File: config.mk
export PLATFORM = sky130hd
export DESIGN_NAME = tty_uart_ctl
export DESIGN_NICKNAME = d
export VERILOG_FILES = /design/src/rtl/tty_uart_ctl.sv
export SDC_FILE = /design/constraint.sdc
export NUM_CORES = 1
export LEC_CHECK = 0
export BUFFER_PORTS_ARGS = -buffer_cell sky130_fd_sc_hd__clkbuf_2
export CORE_AREA = 8 8 62 64
export DETAILED_ROUTE_END_ITERATION = 10
export DIE_AREA = 0 0 70 72
export PLACE_DENSITY = 0.84
export SETUP_SLACK_MARGIN = 0.02
export SYNTH_ARGS = -nofsm -noshare
export SYNTH_HDL_FRONTEND = slang
export SYNTH_SLANG_ARGS = --single-unit
File: constraint.sdc
create_clock -name clk -period 2 [get_ports clk]
set_input_delay 0.2 -clock clk [delete_from_list [all_inputs] [get_ports clk]]
set_output_delay 0.2 -clock clk [all_outputs]
set_load 0.01 [all_outputs]
File: src/rtl/tty_uart_ctl.sv
// KL8E-style teletype controller: decodes keyboard/printer IOTs and sequences
// the byte UART receive and transmit handshakes.
module tty_uart_ctl #(
  parameter logic [5:0] KBD_DEV = 6'o03,
  parameter logic [5:0] PRT_DEV = 6'o04
) (
  input  logic       clk,
  input  logic       reset,
  input  logic       iot,
  input  logic [5:0] io_select,
  input  logic [2:0] io_op,
  input  logic [7:0] io_data_in,
  output logic [7:0] io_data_out,
  output logic       io_data_out_en,
  output logic       io_clear_ac,
  output logic       io_skip,
  output logic       interrupt_req,
  output logic       tx_req,
  output logic [7:0] tx_data,
  input  logic       tx_ack,
  input  logic       tx_empty,
  output logic       rx_req,
  input  logic       rx_ack,
  input  logic       rx_empty,
  input  logic [7:0] rx_data
);

  localparam logic [1:0] R_IDLE  = 2'd0;
  localparam logic [1:0] R_REQ   = 2'd1;
  localparam logic [1:0] R_WAIT  = 2'd2;
  localparam logic [1:0] R_LATCH = 2'd3;

  localparam logic [1:0] T_IDLE = 2'd0;
  localparam logic [1:0] T_REQ  = 2'd1;
  localparam logic [1:0] T_ACK  = 2'd2;
  localparam logic [1:0] T_BUSY = 2'd3;

  logic [1:0] rx_state, rx_next;
  logic [1:0] tx_state, tx_next;
  logic       kbd_flag, prt_flag, ie, tx_pending;
  logic [7:0] kbd_buf, prt_buf;

  logic kbd_sel, prt_sel;
  logic kbd_clr, kbd_ie_wr, prt_set, prt_clr, prt_load;
  logic rx_latch, tx_accept, tx_done;

  assign kbd_sel = iot && (io_select == KBD_DEV);
  assign prt_sel = iot && (io_select == PRT_DEV);

  assign kbd_clr   = kbd_sel && (io_op == 3'd0 || io_op == 3'd2 || io_op == 3'd6);
  assign kbd_ie_wr = kbd_sel && (io_op == 3'd5);
  assign prt_set   = prt_sel && (io_op == 3'd0);
  assign prt_clr   = prt_sel && (io_op == 3'd2 || io_op == 3'd6);
  assign prt_load  = prt_sel && (io_op == 3'd4 || io_op == 3'd6);

  assign rx_latch  = (rx_state == R_LATCH);
  assign tx_accept = (tx_state == T_REQ) && tx_ack;
  assign tx_done   = (tx_state == T_BUSY) && tx_empty;

  assign tx_data = prt_buf;

  // IOT bus responses are purely combinational in the strobe cycle.
  always_comb begin
    // NOTE: every output gets a default first so no path leaves one unassigned and infers a latch.
    io_skip        = 1'b0;
    io_clear_ac    = 1'b0;
    io_data_out    = 8'h00;
    io_data_out_en = 1'b0;
    if (kbd_sel) begin
      case (io_op)
        3'd1: io_skip = kbd_flag;
        3'd2: io_clear_ac = 1'b1;
        3'd4: begin
          io_data_out    = kbd_buf;
          io_data_out_en = 1'b1;
        end
        3'd6: begin
          io_clear_ac    = 1'b1;
          io_data_out    = kbd_buf;
          io_data_out_en = 1'b1;
        end
        default: ;
      endcase
    end else if (prt_sel) begin
      case (io_op)
        3'd1: io_skip = prt_flag;
        3'd5: io_skip = prt_flag | kbd_flag;
        default: ;
      endcase
    end
  end

  always_comb begin
    rx_next = rx_state;
    case (rx_state)
      R_IDLE:  if (!kbd_flag && !rx_empty) rx_next = R_REQ;
      R_REQ:   if (rx_ack) rx_next = R_WAIT;
      R_WAIT:  rx_next = R_LATCH;
      default: rx_next = R_IDLE;
    endcase
  end

  always_comb begin
    tx_next = tx_state;
    case (tx_state)
      T_IDLE:  if (tx_pending) tx_next = T_REQ;
      T_REQ:   if (tx_ack) tx_next = T_ACK;
      T_ACK:   tx_next = T_BUSY;
      default: if (tx_empty) tx_next = T_IDLE;
    endcase
  end

  // Requests are decoded from the next state so they leave a flop cleanly.
  always_ff @(posedge clk) begin
    // NOTE: reset is synchronous, so it lives inside the clocked branch only.
    if (reset) begin
      rx_state      <= R_IDLE;
      tx_state      <= T_IDLE;
      rx_req        <= 1'b0;
      tx_req        <= 1'b0;
      kbd_flag      <= 1'b0;
      prt_flag      <= 1'b0;
      ie            <= 1'b1;
      kbd_buf       <= 8'h00;
      prt_buf       <= 8'h00;
      tx_pending    <= 1'b0;
      interrupt_req <= 1'b0;
    end else begin
      // NOTE: non-blocking assignments so every register samples pre-edge values.
      rx_state      <= rx_next;
      tx_state      <= tx_next;
      rx_req        <= (rx_next == R_REQ);
      tx_req        <= (tx_next == T_REQ);
      interrupt_req <= ie & (kbd_flag | prt_flag);

      // Hardware set beats a clearing IOT in the same cycle.
      if (rx_latch)     kbd_flag <= 1'b1;
      else if (kbd_clr) kbd_flag <= 1'b0;
      if (rx_latch)     kbd_buf <= rx_data;

      if (tx_done || prt_set) prt_flag <= 1'b1;
      else if (prt_clr)       prt_flag <= 1'b0;

      if (kbd_ie_wr) ie <= io_data_in[0];

      if (prt_load) begin
        prt_buf    <= io_data_in;
        tx_pending <= 1'b1;
      end else if (tx_accept) begin
        tx_pending <= 1'b0;
      end
    end
  end

endmodule

==> impl_metrics.csv, run 1 <==
group,metric,value,unit
run_status,outcome,"finished clean",
cts,cts_sinks,27,
cts,clk_path_buf_depth,2,
drt,wl_per_cell,12.62,microns
final_layout,final_layout_size_suffix_gt1_frac,0.3264,
global_routing,grt_pass1_vias,1139,
cts,root_buffer,"clkbuf_4",
sta,final-setup-viol-count,0,
sta,fin_setup_tns,0,ns
placement,dp_hpwl,2241,microns
global_routing,grt-ovfl-total,0,
global_routing,met3_usage,0.04911,
critical_path,required,1.80,ns
pwr,ir_drop,0.3817,mV
synth,synth-seq-area-share,0.4324,
cts,cts_resized,0,
synth,synth_area_per_cell,8.865,sq um
cts,hold_buffers,0,
global_routing,antenna_found_initial,0,
synth,ys_types,31,
placement,io_buffers,53,
pwr,power.static_leakage,0.6434,nW
critical_path,crit_path_frequent_cell,"clkbuf_2",
global_routing,grt_usage,0.1125,
min_path,min_path_type,"input pin to flip-flop",
global_routing,grt_max_degree,37,
floorplan,die_h,72,microns
global_routing,grt_pass1_wl,4885,microns
floorplan,start_util,0.4306,
floorplan,die-area,5040,sq um
drt,vias_per_cell,5.031,
critical_path,slowest_delay,0.59,ns
sta,slew_viol_final,0,
cts,numCtsBuffers,3,
critical_path,end_kind,"primary output",
synth,async_reset_ff_frac,0,
sta,fin_crit,1.831,ns
sta,tightestPinTransition,0.5769,ns
global_routing,grt_use_met1,0.1268,
sta,fmax,546.0,MHz
drt,drt_iter0_drc,28,
cts,worstSkewPairLatency,0.32,ns
sta,fin_skew,0.003006,ns
drt,vias,1137,
critical_path,critPathKind,"input pin to primary output",
sta,rsz0062_at_grt,"no",
final_layout,diodes,0,
synth,yosys_warnings,0,
cts,cts_setup_buffers,0,
synth,synth_seq_cells,27,
placement,dp_slack,0.1444,ns
critical_path,crit_slowest_cell,"or4b_1",
sta,worst_slack,0.1685,ns
critical_path,start_kind,"input pin",
cts,cts_max_level,1,
global_routing,top_usage_layer,"met2",
final_layout,layout_commonest_cell,"clkbuf_2",
drt,drtPass1Iterations,4,
sta,finalCritPeriodShare,0.9157,
global_routing,met2_usage,0.1848,
drt,totalWireLength,2851,microns
synth,synthFlopType,"dfxtp_1",
drt,drtAntennaViolNets,0,
pwr,p_per_area,562.1,nW/um^2
floorplan,fp.dieW,70,microns
critical_path,worst_path_dominant_cell_family,"simple AND/OR/NAND/NOR gates",
final_layout,mostFrequentLayoutCells,"53 x clkbuf_2, 27 x dfxtp_1, 20 x nand2_1",
synth,syn_area,1250,sq um
floorplan,io_pins,54,
sta,finalHoldViolations,0,
cts,cts_tree,"done",
cts,clk_pin_slew,0.14,ns
job,max_cap_viol_count,0,
final_layout,nFillCells,288,
final_layout,final_core_util,0.5397,
final_layout,synthToLayoutAreaGrowth,25.33,%
critical_path,crit_fanout,9,
placement,place_congestion,0.7516,
synth,synth_edf_count,0,
sta,slew-limit-headroom,0.6154,
critical_path,critical_path.cell_chain,"clkbuf_2 -> or4b_1 -> nor4b_4 -> and2_1 -> clkbuf_2",
synth,synth_fp_nets,173,
critical_path,arrival,1.63,ns
synth,synthCells,141,
floorplan,rows,20,
drt,drc,0,
critical_path,cp_num_buf_inv,2,
final_layout,nets,226,
floorplan,core-area,2903,sq um
==> cells in the mapped netlist (all sizes together) (3+ instances only) <==
master,count,area share
nand2,20,0.060
nand3b,3,0.018
and2,11,0.055
nor2,7,0.021
a21oi,10,0.040
clkbuf,5,0.015
mux2i,10,0.080
dfxtp,27,0.43
nor3,4,0.016
nand2b,17,0.085
==> state kept, by name (all words and copies together), names as in the netlist <==
name,cells
tx_req,1
kbd_flag,1
ie,1
kbd_buf,8
rx_state,2
prt_flag,1
tx_state,2
interrupt_req,1
tx_pending,1
rx_req,1
tx_data,8
==> metrics by stage <==
step	power, mW	cell area, sq um	cells	hold slack [ns]
2_1_floorplan	0.6104	1250	141	0.3066
3_3_place_gp	0.6562	1540	222	0.4255
3_5_place_dp	0.6580	1540	222	0.4302
4_1_cts	0.8984	1567	226	0.06519
5_1_grt	0.9300	1567	226	0.07430
6_report	0.8806	1567	226	0.08103
==> worst register-to-register path: stages (launching register included) <==
cell and delay, ns:
dfxtp_1 0.42, and2_1 0.33, nor2_1 0.07, a311oi_1 0.23
==> power by group <==
part | internal [mW] | switching [mW] | total, mW
registers | 0.548 | 0.00687 | 0.554
logic | 0.0468 | 0.0447 | 0.0915
clock network | 0.0781 | 0.157 | 0.235
==> per-layer routing <==
layer	vias up	share of wire	wire length, microns
met5	-	0	0
met2	45	0.45	1283
met3	2	0.098	279
met1	507	0.45	1269
met4	0	0.0067	19
li1	583	-	-
==> layout make-up <==
type                    instances  area, sq um  share of cell area
clock buffers                   4        26.28             0.01677
inverters                       2        7.507            0.004792
multi-input cells             105        670.6              0.4281
flip-flops and latches         27        540.5              0.3450
well taps                      33        41.29             0.02636
repair buffers                 55        280.3              0.1789
==> cells by family (layout without fill, tap and decap cells) <==
logic type / Yosys count / count (layout) / share of synthesized area
mux: 10 / 10 / 0.08008
compound gates: 19 / 19 / 0.09711
simple gates: 76 / 76 / 0.3594
buf+inv: 9 / 61 / 0.03103
flops: 27 / 27 / 0.4324
==> final timing paths <==
check	startpoint	cells past startpoint	slack, ns	to
worst max-delay path	io_select[3]	5	0.17	io_data_out[1]
worst min-delay path	rx_data[0]	3	0.08	kbd_buf[0]
worst max register to register	rx_state[1]	3	0.88	kbd_flag
worst min register to register	kbd_buf[1]	2	0.46	kbd_buf[1]
Power figures use the tool's default switching activity.
==> run 2: changes to the inputs <==
--- a/config.mk
+++ b/config.mk
@@ -6,10 +6,13 @@
 export NUM_CORES = 1
 export LEC_CHECK = 0
 export BUFFER_PORTS_ARGS = -buffer_cell sky130_fd_sc_hd__clkbuf_2
-export CORE_AREA = 8 8 62 64
+export CELL_PAD_IN_SITES_DETAIL_PLACEMENT = 0
+export CELL_PAD_IN_SITES_GLOBAL_PLACEMENT = 1
+export CORE_AREA = 8 8 69 71
+export CTS_BUF_LIST = sky130_fd_sc_hd__clkbuf_8
 export DETAILED_ROUTE_END_ITERATION = 10
-export DIE_AREA = 0 0 70 72
-export PLACE_DENSITY = 0.84
+export DIE_AREA = 0 0 77 79
+export PLACE_DENSITY = 0.9
 export SETUP_SLACK_MARGIN = 0.02
 export SYNTH_ARGS = -nofsm -noshare
 export SYNTH_HDL_FRONTEND = slang
==> constraint.sdc (replaced) <==
create_clock -name clk -period 1.8 [get_ports clk]
set_input_delay 0.18 -clock clk [delete_from_list [all_inputs] [get_ports clk]]
set_output_delay 0.18 -clock clk [all_outputs]
set_load 0.01 [all_outputs]
==> run 2 against run 1 <==
Against the previous run:
- sequential share of layout area shrank 1.2 points
- first-iteration DRC count grew 11%
- final cell count grew 8.0%
- worst hold slack gained 0.050 ns
- combinational power grew 10%
- die area grew 21%
- largest cell class unchanged
- highest routed layer unchanged
==> impl_metrics.csv, run 2 (synthesized netlist as in run 1, its figures left out) <==
group,metric,value,unit
run_status,outcome,"finished clean",
sta,slew_viol_final,0,
final_layout,nFillCells,423,
global_routing,grt_usage,0.09654,
floorplan,die-area,6083,sq um
drt,drc,0,
sta,tightestPinTransition,0.5888,ns
drt,vias_per_cell,4.635,
final_layout,mostFrequentLayoutCells,"53 x clkbuf_2, 27 x dfxtp_1, 20 x nand2_1",
floorplan,start_util,0.3291,
sta,fmax,578.7,MHz
placement,io_buffers,53,
final_layout,final_layout_size_suffix_gt1_frac,0.3351,
floorplan,rows,23,
final_layout,seqCellArea,540.5,sq um
cts,clk_path_buf_depth,2,
drt,drtAntennaViolNets,0,
cts,cts_sinks,27,
critical_path,rrSetupSlack,0.62,ns
final_layout,final_core_util,0.4269,
drt,drt_iter0_drc,31,
cts,hold_buffers,0,
sta,rsz0062_at_grt,"no",
critical_path,crit_path_frequent_cell,"clkbuf_2",
critical_path,critical_path.cell_chain,"clkbuf_2 -> or4b_4 -> nor4b_4 -> buf_6 -> and2_1 -> clkbuf_2",
min_path,min_path_type,"input pin to flip-flop",
global_routing,grt-ovfl-total,0,
cts,clk_pin_slew,0.09,ns
drt,wl_met2,1409,microns
final_layout,multi_input_area,674.4,sq um
sta,fin_crit,1.728,ns
sta,worst_slack,0.07185,ns
final_layout,diodes,0,
critical_path,arrival,1.55,ns
final_layout,nets,227,
critical_path,start_kind,"input pin",
drt,drtPass1Iterations,4,
cts,cts_tree,"done",
pwr,ir_drop,0.2178,mV
floorplan,core-area,3799,sq um
placement,place_congestion,0.7630,
critical_path,rr_worst_depth,3,
floorplan,fp.dieW,77,microns
critical_path,slowest_delay,0.59,ns
drt,wl_per_cell,11.64,microns
floorplan,die_h,79,microns
global_routing,grt_pass1_vias,1181,
global_routing,grt_pass1_wl,5043,microns
min_path,min_to,"kbd_buf[4]",
global_routing,antenna_found_initial,0,
final_layout,synthToLayoutAreaGrowth,29.73,%
placement,dp_slack,-0.07385,ns
critical_path,end_kind,"primary output",
job,max_cap_viol_count,0,
placement,dp_cells,240,
cts,cts_max_level,1,
drt,maxUsedRoutingLayer,"met4",
placement,dp_hpwl,2217,microns
drt,vias,1131,
critical_path,worstReg2RegStart,"rx_state[0]",
critical_path,critPathKind,"input pin to primary output",
floorplan,io_pins,54,
sta,finalHoldViolations,0,
sta,final-setup-viol-count,0,
drt,wl_met1,1226,microns
cts,worstSkewPairLatency,0.26,ns
critical_path,required,1.62,ns
critical_path,crit_slowest_cell,"or4b_4",
global_routing,grt_max_degree,37,
drt,totalWireLength,2841,microns
sta,slew-limit-headroom,0.6075,
sta,fin_skew,0.005429,ns
critical_path,r2r_end,"kbd_flag",
min_path,hold_depth,3,
final_layout,final_cells,244,
min_path,worstHoldStart,"rx_data[4]",
cts,root_buffer,"clkbuf_8",
drt,routed-wl-met3,197,microns
pwr,power.static_leakage,0.6642,nW
critical_path,crit_fanout,9,
cts,numCtsBuffers,3,
final_layout,layout_commonest_cell,"clkbuf_2",
pwr,p_per_area,645.5,nW/um^2
sta,finalCritPeriodShare,0.9601,
-- run 2: cell count changes in the layout (fill, tap and decap cells not counted) --
cell      before  now
clkbuf_8       0    3
buf_6          0    1
clkbuf_1       1    0
or4b_4         0    1
inv_1          2    3
or4b_1         1    0
clkbuf_4       3    0
-- run 2: layout make-up --
type                       count  share of cell area
tap                           50             0.03858
sequential                    27              0.3333
timing repair buffer          56              0.1798
inverter                       2            0.004630
clock inverter                 1            0.002315
multi-input combinational    105              0.4159
clock buffer                   3             0.02546
-- run 2: worst max path at each step --
stage	startpoint	endpoint	slack [ns]	cells past startpoint
floorplan	io_select[3]	io_data_out[0]	0.13	4
global placement	io_select[3]	io_data_out[1]	-0.04	6
detailed placement	io_select[3]	io_data_out[6]	-0.07	6
CTS	io_select[3]	io_data_out[6]	0.04	6
global route	io_select[4]	io_data_out[4]	0.02	6
finish	io_select[4]	io_data_out[6]	0.07	6
-- run 2: worst max-delay path, delay by kind of cell --
kind,cells,cell delay (ns)
and+or+nand+nor,3,1.00
buffers and inverters,3,0.37
-- run 2: where the power goes --
| part | total (mW) | switching [mW] | internal (mW) | leakage (nW) |
|---|---|---|---|---|
| clock network | 0.330 | 0.178 | 0.153 | 0.0269 |
| logic | 0.101 | 0.0493 | 0.0521 | 0.419 |
| registers | 0.615 | 0.00757 | 0.607 | 0.218 |
-- run 2: layer usage --
layer / up-vias / track usage
li1: 592 / -
met1: 509 / 0.1005
met2: 28 / 0.1827
met3: 2 / 0.03160
met4: 0 / 0.02453
met5: - / 0
-- run 2: timing repair --
| action | 4_1_cts | 5_1_grt |
|---|---|---|
| endpoints found under the setup margin | 8 | 7 |
| endpoints found under the hold margin | 0 | 0 |
| pin swaps | 0 | 1 |
| resized for setup | 1 | 1 |
| cloned | 0 | 0 |
| buffers inserted | 0 | 0 |
-- run 2: metrics by stage --
| step | hold WS [ns] | TNS, ns | power, mW | cell area [sq um] |
|---|---|---|---|---|
| after floorplan | 0.2866 | 0 | 0.6783 | 1250 |
| after global placement | 0.4108 | -0.3307 | 0.7300 | 1569 |
| after detailed placement | 0.4140 | -0.4610 | 0.7308 | 1569 |
| after CTS | 0.1227 | 0 | 1.065 | 1618 |
| after global routing | 0.1347 | 0 | 1.104 | 1622 |
| final | 0.1309 | 0 | 1.047 | 1622 |
==> run 3: changes to the inputs <==
--- a/config.mk
+++ b/config.mk
@@ -12,6 +12,7 @@
 export CTS_BUF_LIST = sky130_fd_sc_hd__clkbuf_8
 export DETAILED_ROUTE_END_ITERATION = 10
 export DIE_AREA = 0 0 77 79
+export MAX_ROUTING_LAYER = met4
 export PLACE_DENSITY = 0.9
 export SETUP_SLACK_MARGIN = 0.02
 export SYNTH_ARGS = -nofsm -noshare
==> run 3 against run 2 <==
Against the previous run:
- first-iteration DRC count down 9.7%
- flip-flop and latch count unchanged
- clock skew about the same
- non-clock buffer count unchanged
- clock power about the same
- global-route usage up 0.28 points
- wire length about the same
- critical endpoint unchanged
==> impl_metrics.csv, run 3 (synthesized netlist as in run 1, its figures left out) <==
group,metric,value,unit
cts,cts_max_level,1,
final_layout,final_core_util,0.4269,
critical_path,required,1.62,ns
floorplan,start_util,0.3291,
sta,finalHoldViolations,0,
cts,cts_tree,"done",
sta,tightestPinTransition,0.5884,ns
final_layout,mostFrequentLayoutCells,"53 x clkbuf_2, 27 x dfxtp_1, 20 x nand2_1",
pwr,power.switching,234.9,uW
global_routing,grt_max_degree,37,
global_routing,antenna_found_initial,0,
pwr,pwr-share-seq,0.587,
pwr,p_per_area,645.6,nW/um^2
drt,vias,1126,
sta,rsz0062_at_grt,"no",
drt,vias_per_cell,4.615,
final_layout,seqCellArea,540.5,sq um
global_routing,grt_pass1_vias,1183,
critical_path,start_kind,"input pin",
drt,drtAntennaViolNets,0,
global_routing,grt_usage,0.09937,
critical_path,critPathKind,"input pin to primary output",
floorplan,core-area,3799,sq um
pwr,clkPwrFrac,0.316,
sta,final-setup-viol-count,0,
critical_path,arrival,1.55,ns
run_status,outcome,"finished clean",
min_path,min_path_type,"input pin to flip-flop",
final_layout,diodes,0,
final_layout,layout_commonest_cell,"clkbuf_2",
job,max_cap_viol_count,0,
sta,worst_slack,0.07440,ns
placement,io_buffers,53,
drt,totalWireLength,2840,microns
sta,fin_crit,1.726,ns
final_layout,multi_input_area,674.4,sq um
placement,dp_slack,-0.07385,ns
sta,fmax,579.5,MHz
final_layout,nFillCells,423,
drt,drc,0,
cts,numCtsBuffers,3,
floorplan,rows,23,
critical_path,crit_fanout,9,
floorplan,fp.dieW,77,microns
sta,fin_skew,0.005447,ns
floorplan,die-area,6083,sq um
final_layout,synthToLayoutAreaGrowth,29.73,%
drt,drt_iter0_drc,28,
drt,drtPass1Iterations,3,
final_layout,final_layout_size_suffix_gt1_frac,0.3351,
pwr,swShare,0.2244,
cts,cts_sinks,27,
placement,place_congestion,0.7731,
pwr,power,1.047,mW
pwr,pwr-share-comb,0.097,
sta,finalCritPeriodShare,0.9587,
sta,slew_viol_final,0,
final_layout,nets,227,
global_routing,grt_pass1_wl,5050,microns
floorplan,io_pins,54,
critical_path,end_kind,"primary output",
cts,cts_setup_buffers,0,
sta,slew-limit-headroom,0.6077,
cts,root_buffer,"clkbuf_8",
cts,worstSkewPairLatency,0.26,ns
cts,hold_buffers,0,
pwr,p_int,812.0,uW
cts,clk_path_buf_depth,2,
pwr,power.static_leakage,0.6642,nW
floorplan,die_h,79,microns
sta,fin_setup_tns,0,ns
global_routing,grt-ovfl-total,0,
cts,clk_pin_slew,0.09,ns
placement,dp_hpwl,2217,microns
pwr,ir_drop,0.2178,mV
drt,wl_per_cell,11.64,microns
run 3: cell counts in the layout (fill, tap and decap cells not counted):
Identical to the previous run, type by type.
run 3: cell type report:
cell class	instances	area share
clock buffer	3	0.02546
tap	50	0.03858
multi-input combinational	105	0.4159
clock inverter	1	0.002315
timing repair buffer	56	0.1798
sequential	27	0.3333
inverter	2	0.004630
run 3: stage by stage:
stage | hold slack [ns] | area [sq um] | std cells
floorplan | 0.2866 | 1250 | 141
global placement | 0.4108 | 1569 | 240
detailed placement | 0.4140 | 1569 | 240
CTS | 0.1227 | 1618 | 244
global route | 0.1347 | 1622 | 244
finish | 0.1309 | 1622 | 244
run 3: power groups by stage:
stage | sequential [mW] | clock (mW) | combinational, mW
after floorplan | 0.629 | 0 | 0.0493
after global placement | 0.629 | 0 | 0.101
after detailed placement | 0.629 | 0 | 0.102
after CTS | 0.615 | 0.346 | 0.103
after global routing | 0.617 | 0.371 | 0.117
final | 0.615 | 0.330 | 0.102
run 3: critical path, stage by stage:
cell	delay, ns
clkbuf_2	0.08
or4b_4	0.59
nor4b_4	0.28
buf_6	0.16
and2_1	0.13
clkbuf_2	0.13
run 3: final timing paths:
kind	slack, ns	cells past startpoint	to	startpoint
min	0.13	3	kbd_buf[4]	rx_data[4]
min reg2reg	0.46	2	kbd_buf[3]	kbd_buf[3]
max	0.07	6	io_data_out[6]	io_select[4]
max reg2reg	0.62	3	kbd_flag	rx_state[0]
run 3: layer usage:
metal,track usage,routed length (microns)
met2,0.1827,1407
met3,0.03047,188
met4,0.02453,9
met5,-,0
met1,0.1011,1234
run 3: timing repair:
item                       in CTS  in global routing
resized for setup               1                  1
pin swaps                       0                  1
setup endpoints to repair       8                  7
